**src/rtl/pwm_capture_if.sv**
```systemverilog
// pwm_capture_if: control and measurement bundle of the PWM capture block.
// master drives en/pwmIn; slave (the capture block) returns the results.
interface pwm_capture_if #(
  parameter int CNT_W = 16
);
  logic             en;
  logic             pwmIn;
  logic [CNT_W-1:0] measPeriod;
  logic [CNT_W-1:0] measHigh;
  logic [7:0]       measDuty;
  logic             measValid;
  logic             overrun;
  logic [7:0]       burstLen;
  logic             burstDone;

  modport master (
    output en,
    output pwmIn,
    input  measPeriod,
    input  measHigh,
    input  measDuty,
    input  measValid,
    input  overrun,
    input  burstLen,
    input  burstDone
  );

  modport slave (
    input  en,
    input  pwmIn,
    output measPeriod,
    output measHigh,
    output measDuty,
    output measValid,
    output overrun,
    output burstLen,
    output burstDone
  );
endinterface

```
**src/rtl/pwm_capture.sv**
```systemverilog
// pwm_capture: measures period/high time/duty and burst length of a PWM line.
// Optional glitch filter after the synchronizer: PWMCAP_GLITCH_FILTER_EN.
module pwm_capture #(
  parameter int CNT_W        = 16,
  parameter int IDLE_TIMEOUT = 1024,
  parameter int FILT_LEN     = 4
) (
  input  logic         clk,
  input  logic         rst,
  pwm_capture_if.slave bus
);

  localparam int DW  = CNT_W + 7;
  localparam int ITW = $clog2(DW + 1);

  typedef enum logic [1:0] {
    IDLE,
    HIGH,
    LOW
  } state_t;

  if ((longint'(IDLE_TIMEOUT) >= (longint'(1) << CNT_W))
      || (IDLE_TIMEOUT < 1)) begin : gBadTimeout
    $error("pwm_capture: IDLE_TIMEOUT must lie in 1..2^CNT_W-1");
  end

  if (FILT_LEN < 1) begin : gBadFilt
    $error("pwm_capture: FILT_LEN must be at least 1");
  end

  logic             s1;
  logic             s2;
  logic             lvl;
  logic             lvlQ;
  logic             rise;
  logic             fall;

  state_t           state;
  state_t           stateNxt;
  logic [CNT_W-1:0] cnt;
  logic [CNT_W-1:0] highCnt;
  logic [CNT_W-1:0] idleTmr;
  logic [7:0]       pulseCnt;
  logic             tmrEnd;
  logic             latchHigh;
  logic             perDone;
  logic             toHit;

  logic             busy;
  logic             finish;
  logic             start;
  logic             ovf;
  logic             geq;
  logic [ITW-1:0]   iter;
  logic [DW-1:0]    quo;
  logic [CNT_W-1:0] rem;
  logic [CNT_W-1:0] dvsr;
  logic [CNT_W-1:0] opHigh;
  logic [CNT_W:0]   remSh;

  logic [CNT_W-1:0] periodQ;
  logic [CNT_W-1:0] highQ;
  logic [7:0]       dutyQ;
  logic             validQ;
  logic             ovrQ;
  logic [7:0]       burstLenQ;
  logic             doneQ;

  // Two-flop synchronizer plus previous-level register for edge detect.
  always_ff @(posedge clk or negedge rst) begin
    if (!rst) begin
      s1   <= 1'b0;
      s2   <= 1'b0;
      lvlQ <= 1'b0;
    end else begin
      s1   <= bus.pwmIn;
      s2   <= s1;
      lvlQ <= lvl;
    end
  end

`ifdef PWMCAP_GLITCH_FILTER_EN
  localparam int FW = $clog2(FILT_LEN + 1);

  logic [FW-1:0] runCnt;
  logic          filtLvl;

  // Level follows the input only after FILT_LEN differing samples in a row.
  always_ff @(posedge clk or negedge rst) begin
    if (!rst) begin
      runCnt  <= '0;
      filtLvl <= 1'b0;
    end else if (s2 == filtLvl) begin
      runCnt <= '0;
    end else if (runCnt == FW'(FILT_LEN - 1)) begin
      runCnt  <= '0;
      filtLvl <= s2;
    end else begin
      runCnt <= runCnt + 1'b1;
    end
  end

  assign lvl = filtLvl;
`else
  assign lvl = s2;
`endif

  assign rise   = lvl & ~lvlQ;
  assign fall   = ~lvl & lvlQ;
  assign tmrEnd = (idleTmr == CNT_W'(IDLE_TIMEOUT - 1));

  // Capture FSM state register.
  always_ff @(posedge clk or negedge rst) begin
    if (!rst) begin
      state <= IDLE;
    end else begin
      state <= stateNxt;
    end
  end

  // Next state; an edge always beats a coincident timeout.
  always_comb begin
    stateNxt  = state;
    latchHigh = 1'b0;
    perDone   = 1'b0;
    toHit     = 1'b0;
    if (!bus.en) begin
      stateNxt = IDLE;
    end else begin
      unique case (state)
        IDLE: begin
          if (rise) stateNxt = HIGH;
        end
        HIGH: begin
          if (fall) begin
            stateNxt  = LOW;
            latchHigh = 1'b1;
          end else if (tmrEnd) begin
            stateNxt = IDLE;
            toHit    = 1'b1;
          end
        end
        LOW: begin
          if (rise) begin
            stateNxt = HIGH;
            perDone  = 1'b1;
          end else if (tmrEnd) begin
            stateNxt = IDLE;
            toHit    = 1'b1;
          end
        end
        default: stateNxt = IDLE;
      endcase
    end
  end

  // Width counter, idle timer and per-burst pulse counter.
  always_ff @(posedge clk or negedge rst) begin
    if (!rst) begin
      cnt      <= '0;
      highCnt  <= '0;
      idleTmr  <= '0;
      pulseCnt <= '0;
    end else if (stateNxt == IDLE) begin
      cnt      <= '0;
      highCnt  <= '0;
      idleTmr  <= '0;
      pulseCnt <= '0;
    end else if (state == IDLE) begin
      cnt      <= CNT_W'(1);
      idleTmr  <= '0;
      pulseCnt <= 8'd1;
    end else begin
      if (perDone) begin
        cnt <= CNT_W'(1);
      end else if (cnt != '1) begin
        cnt <= cnt + 1'b1;
      end
      idleTmr <= (rise | fall) ? '0 : idleTmr + 1'b1;
      if (perDone && (pulseCnt != 8'hFF)) begin
        pulseCnt <= pulseCnt + 1'b1;
      end
      if (latchHigh) begin
        highCnt <= cnt;
      end
    end
  end

  // Burst closes on idle timeout only; disable drops it silently.
  always_ff @(posedge clk or negedge rst) begin
    if (!rst) begin
      doneQ     <= 1'b0;
      burstLenQ <= '0;
    end else begin
      doneQ <= toHit && (pulseCnt != 8'd0);
      if (toHit && (pulseCnt != 8'd0)) begin
        burstLenQ <= pulseCnt;
      end
    end
  end

  assign finish = busy && (iter == ITW'(DW));
  assign start  = perDone && (!busy || finish);
  assign ovf    = perDone && busy && !finish;
  assign remSh  = {rem, quo[DW-1]};
  assign geq    = (remSh >= {1'b0, dvsr});

  // Restoring divider: highCnt*100 / period, one quotient bit per cycle.
  always_ff @(posedge clk or negedge rst) begin
    if (!rst) begin
      busy    <= 1'b0;
      iter    <= '0;
      quo     <= '0;
      rem     <= '0;
      dvsr    <= '0;
      opHigh  <= '0;
      periodQ <= '0;
      highQ   <= '0;
      dutyQ   <= '0;
      validQ  <= 1'b0;
      ovrQ    <= 1'b0;
    end else if (!bus.en) begin
      busy   <= 1'b0;
      iter   <= '0;
      quo    <= '0;
      rem    <= '0;
      dvsr   <= '0;
      opHigh <= '0;
      validQ <= 1'b0;
      ovrQ   <= 1'b0;
    end else begin
      validQ <= 1'b0;
      ovrQ   <= ovf;
      if (finish) begin
        periodQ <= dvsr;
        highQ   <= opHigh;
        dutyQ   <= quo[7:0];
        validQ  <= 1'b1;
        busy    <= 1'b0;
      end else if (busy) begin
        rem  <= geq ? CNT_W'(remSh - {1'b0, dvsr}) : remSh[CNT_W-1:0];
        quo  <= {quo[DW-2:0], geq};
        iter <= iter + 1'b1;
      end
      if (start) begin
        busy   <= 1'b1;
        iter   <= '0;
        rem    <= '0;
        quo    <= DW'(highCnt) * DW'(100);
        dvsr   <= cnt;
        opHigh <= highCnt;
      end
    end
  end

  assign bus.measPeriod = periodQ;
  assign bus.measHigh   = highQ;
  assign bus.measDuty   = dutyQ;
  assign bus.measValid  = validQ;
  assign bus.overrun    = ovrQ;
  assign bus.burstLen   = burstLenQ;
  assign bus.burstDone  = doneQ;

endmodule
```
**src/flat_wrapper.sv**
```systemverilog
// flat-port wrapper written by rule: the top's interface ports become plain ports
module pwm_capture_flat 
#(
  parameter int CNT_W        = 16,
  parameter int IDLE_TIMEOUT = 1024,
  parameter int FILT_LEN     = 4
)
  (clk, rst, bus_en, bus_pwmIn, bus_measPeriod, bus_measHigh, bus_measDuty, bus_measValid, bus_overrun, bus_burstLen, bus_burstDone);
  pwm_capture_if #(.CNT_W(CNT_W)) bus_i ();
  input  logic clk;
  input  logic rst;
  input wire logic [$bits(bus_i.en)-1:0] bus_en;
  input wire logic [$bits(bus_i.pwmIn)-1:0] bus_pwmIn;
  output wire logic [$bits(bus_i.measPeriod)-1:0] bus_measPeriod;
  output wire logic [$bits(bus_i.measHigh)-1:0] bus_measHigh;
  output wire logic [$bits(bus_i.measDuty)-1:0] bus_measDuty;
  output wire logic [$bits(bus_i.measValid)-1:0] bus_measValid;
  output wire logic [$bits(bus_i.overrun)-1:0] bus_overrun;
  output wire logic [$bits(bus_i.burstLen)-1:0] bus_burstLen;
  output wire logic [$bits(bus_i.burstDone)-1:0] bus_burstDone;
  assign bus_i.en = bus_en;
  assign bus_i.pwmIn = bus_pwmIn;
  assign bus_measPeriod = bus_i.measPeriod;
  assign bus_measHigh = bus_i.measHigh;
  assign bus_measDuty = bus_i.measDuty;
  assign bus_measValid = bus_i.measValid;
  assign bus_overrun = bus_i.overrun;
  assign bus_burstLen = bus_i.burstLen;
  assign bus_burstDone = bus_i.burstDone;
  pwm_capture #(.CNT_W(CNT_W), .IDLE_TIMEOUT(IDLE_TIMEOUT), .FILT_LEN(FILT_LEN)) u_core (.clk(clk), .rst(rst), .bus(bus_i));
endmodule
```
**config.mk**
```make
export PLATFORM = sky130hd
export DESIGN_NAME = pwm_capture_flat
export DESIGN_NICKNAME = d
export VERILOG_FILES = /design/src/rtl/pwm_capture_if.sv /design/src/rtl/pwm_capture.sv /design/src/flat_wrapper.sv
export SDC_FILE = /design/constraint.sdc
export NUM_CORES = 1
export LEC_CHECK = 0
export BUFFER_PORTS_ARGS = -buffer_cell sky130_fd_sc_hd__buf_2
export CAP_MARGIN = 40
export CORE_MARGIN = 4
export CORE_UTILIZATION = 60
export DETAILED_ROUTE_END_ITERATION = 16
export PLACE_DENSITY = 0.74
export SLEW_MARGIN = 10
export SYNTH_ARGS = -nofsm -noshare
export SYNTH_HDL_FRONTEND = slang
export SYNTH_SLANG_ARGS = --single-unit
```
**constraint.sdc**
```tcl
create_clock -name clk -period 4 [get_ports clk]
set_input_delay 0.4 -clock clk [delete_from_list [all_inputs] [get_ports clk]]
set_output_delay 0.4 -clock clk [all_outputs]
set_load 0.1 [all_outputs]
```
* After elaboration in Yosys (flattened, before gate mapping)
Cells that the tools add are included.
Word-level totals: word-level logic and storage cells 115, register bits 189, bits of input ports 4, output and inout bits 51
Cells by class: multiplexer cells 53, equality and inequality tests 11, $add $sub $neg 5, $lt $le $gt $ge 1, bitwise gates (word level) 5, multipliers 1, reductions and logical operators 18
Operators with widths (number):
- $mux 16 | 19
- $mux 23 | 4
- $add 16x1->16 const B | 2
- $mux 8 | 3
- $mul 16x5->21 const B | 1
- $mux 5 | 4
- $ge 17x16->1 | 1
- $eq 16x10->1 const B | 1
- $mux 1 | 16
- $ne 16x16->1 const B | 1
- $sub 16x16->16 | 1
- $mux 2 | 5
- $add 8x1->8 const B | 1
- $ne 8x8->1 const B | 1
- $reduce_bool 8->1 | 1
- $logic_and 1x1->1 | 6
- $ne 3x1->1 const B | 2
- $pmux 2 s3 | 1
- $reduce_and 2->1 | 3
- $add 5x1->5 const B | 1
- $eq 5x5->1 const B | 1
- $logic_not 2->1 | 2
- $ne 2x1->1 const B | 2
- $reduce_bool 4->1 | 1
- 11 further kinds | 14

* Depth between registers and ports, before layout
word-level depth 9, gate-level depth with buffers 13, depth with buffers taken out 13

* Worst setup path before layout
Ideal clock, no wire load.
path kind reg-to-reg, start reg u_core.highCnt[8], end reg u_core.quo[19], data arrival time 3.215 ns, data required time 3.874 ns, period minus slack after synthesis 3.341 ns, stages on the path, launching flop included 14, library setup time 0.126 ns, slack 0.659 ns, path buffers 0, path through dfrtp_1 -> ha_1 -> ha_1 -> inv_1 -> fa_1 -> inv_1 -> ha_1 -> a21o_1 -> a21o_1 -> a21o_1 -> a22o_1 -> o21ai_0 -> mux2i_1 -> a221o_1
On the way: longest elaborated chain between the ends 3
RTL lines:
- start, declared | RTL line pwm_capture.sv:41 | logic [CNT_W-1:0] highCnt;
- start signal, assigned | RTL line pwm_capture.sv:184 | highCnt <= cnt;
- $mul 16x5->21 | RTL line pwm_capture.sv:249 | quo <= DW'(highCnt) * DW'(100);
- $mux 23 | RTL line pwm_capture.sv:245 | if (start) begin
- $mux 23 | RTL line pwm_capture.sv:222 | end else if (!bus.en) begin
- end signal, assigned | RTL line pwm_capture.sv:242 | quo <= {quo[DW-2:0], geq};
- end signal, assigned | RTL line pwm_capture.sv:249
- end, declared | RTL line pwm_capture.sv:55 | logic [DW-1:0] quo;
Every way passes these cells. A chain may end at the register's enable or synchronous reset.

* Final worst setup path
start reg u_core.highCnt[6], end reg u_core.quo[21]
Same word-level chain as after synthesis.

==> out/metrics.yaml <==
routedWlPerCell_um: 17.0
ys_seq_elements: 189
leakagePower_uw: 0.00594
fin_crit_sh_pct: 90.3
violations: "hold timing"
syn_inst: 1052
fin_hold_ws_ns: -0.0130
critPathRequiredTime_ns: 4.32
endpoint_kind: "flop"
hold_violations: 4
die_x_um: 140
synth_area_leaders: "dfrtp_1, ha_1, nand2_1"
syn_area_sq_um: 10400
cap_violations: 0
clock_skew_ns: 0.0122
yosys_warnings: 0
clock_latency_ns: 0.44
rows: 47
synth_edf_count: 0
peakVddDrop_v: 0.000341
maxSlewViolCount: 0
layout_commonest_cell: "dfrtp_1"
vias: 7631
place_congestion: 0.883
synth_cell_types: 64
io_buffers: 54
crit_fanout: 5
grt_pass1_vias: 7689
final_util_pct: 68.3
powerDensity_nw_per_um2: 324
vias_per_cell: 5.73
core_sq_um: 16800
num-nets-final: 1195
synth_area_leader_cell: "dfrtp_1"
clockRootBuffer: "clkbuf_16"
hpwlAfterDp_mm: 16.2
grt_overflow_total: 0
relSlewSlack_pct: 50.2
drive_gt1_share_pct: 13.8
grt_max_degree: 90
hold_class: "input port to async pin"
synth_nets: 1148
ys_async_sr_fraction_pct: 100
placed_cell_area_sq_um: 10900
finalSetupTns_ns: 0
status: "finished with violations"
start_util_pct: 62.0
dr.pass1.iters: 7
drtIter0Drc: 542
fmax_mhz: 277
crit_arrival_ns: 3.93
htreeDepth: 4
synthFlopType: "dfrtp_1"
mostFrequentLayoutCells: "dfrtp_1, nand2_1, inv_1, ha_1, o21ai_0"
start_kind: "flop"
tightest_slew_ns: 0.744
syn_to_final_growth_pct: 10.2
grt_pass1_wl_mm: 38.7
drc: 0
cts_hold_buf: 0
dieHeight_um: 140
finalPower_uw: 3720
numCtsBuffers: 17
yosysTopAreaCellShare_pct: 45.3
ant_nets: 0
cpMaxStageDelayCell: "fa_1"
worstPathCellList: "ha_1 -> ha_1 -> inv_1 -> fa_1 -> inv_1 -> ha_1 -> a2111oi_0 -> o21ai_0 -> a22o_1 -> a41oi_2 -> mux2i_1 -> a221o_1"
cp_common_cell: "ha_1"
fin_crit_ns: 3.61
n_fill_cell: 1338
antenna_found_initial: 0
tritoncts: "built"
cts_setup_buffers: 0
ctsResizeCount: 0
antennaDiodeCount: 0
clock-sinks: 189
die_area_sq_um: 19600
design_area_sq_um: 11500
syn_avg_cell_area_sq_um: 9.91
seq_area_frac_synth_pct: 45.3
rsz0062_at_grt: "no"
cpPeakStageDelay_ns: 0.50
crit_type: "flop to flop"
drt-total-wl_mm: 22.6
grt.total_usage_pct: 24.2
finalSetupViolCount: 0
path_clk_slew_ns: 0.07
num_io_pins: 55
clockBufferDepth: 2
cells in the mapped netlist (24+ instances only):
| master | count |
|---|---|
| o21ai_0 | 60 |
| xnor2_1 | 31 |
| mux2_2 | 40 |
| nand2_1 | 155 |
| inv_1 | 83 |
| mux2i_1 | 25 |
| dfrtp_1 | 189 |
| nand3_1 | 52 |
| ha_1 | 80 |
| a21oi_1 | 55 |
| xor2_1 | 27 |
| clkbuf_1 | 24 |
| nor2_1 | 60 |
state kept, by name, indices dropped and copies added, names as in the netlist, 2 cells and up:
name,count
u_core.dvsr,16
u_core.bus.burstLen,8
u_core.rem,16
u_core.iter,5
u_core.pulseCnt,8
u_core.bus.measHigh,16
u_core.cnt,16
u_core.opHigh,16
u_core.highCnt,16
u_core.bus.measPeriod,16
u_core.quo,23
u_core.idleTmr,16
u_core.bus.measDuty,8
u_core.state,2
where the power goes:
| group | switching (uW) | internal, uW |
|---|---|---|
| Clock | 836 | 843 |
| Sequential | 9.35 | 1920 |
| Combinational | 91.0 | 27.9 |
critical path: cells and delay by family, from the launching register on:
kind,cells,cell delay [ns]
adders and majority gates,4,1.44
AOI/OAI and AO/OA,5,1.39
muxes,1,0.10
DFF,1,0.45
buffers and inverters,2,0.09
per-layer routing:
metal  up-vias  part of all wire [%]  GRT usage (%)
li1       3690                     -              -
met3        29                   3.9           5.01
met5         -                     0              0
met1      3761                    48           35.0
met2       151                    46           37.9
met4         0                   1.6           5.66
per-stage QoR:
stage               hold slack [ns]  worst slack, ns  std cells
global placement              0.333            0.537       1299
detailed placement            0.340            0.488       1300
floorplan                     0.104            0.659       1052
global route                 0.0329            0.236       1332
finish                      -0.0130            0.386       1332
CTS                          0.0267            0.422       1332
cell type report:
| class | instances | area (sq um) | share of cell area [%] |
|---|---|---|---|
| inverters | 83 | 312 | 2.71 |
| well taps | 220 | 275 | 2.40 |
| clock buffers | 17 | 425 | 3.70 |
| multi-input cells | 740 | 5200 | 45.2 |
| repair buffers | 68 | 392 | 3.41 |
| flip-flops and latches | 189 | 4730 | 41.2 |
| clock inverters | 15 | 163 | 1.42 |
worst paths after layout:
| path | from | to | slack [ns] | depth (start not counted) |
|---|---|---|---|---|
| setup / recovery | u_core.highCnt[6] | u_core.quo[21] | 0.39 | 12 |
| hold / removal | rst | u_core.bus.measValid | -0.01 | 1 |
| setup reg to reg | u_core.highCnt[6] | u_core.quo[21] | 0.39 | 12 |
| hold reg to reg | u_core.s1 | u_core.lvl | 0.35 | 0 |
| max in group asynchronous | rst | u_core.bus.measPeriod[5] | 3.07 | 2 |
| min in group clk | bus_pwmIn | u_core.s1 | 0.07 | 1 |
cells by family (layout without fill, tap and decap cells):
logic type                 Yosys count  after routing  synth area share [%]
DFF                                189            189                  45.3
and+or+nand+nor                    334            334                  14.7
adders and majority gates           92             92                  11.9
muxes                               65             65                  6.72
buffers and inverters              123            183                  4.95
xor gates and xnor gates            58             58                  4.87
AOI/OAI and AO/OA                  191            191                  11.5
Note: power is estimated with default switching activity, not from simulation.
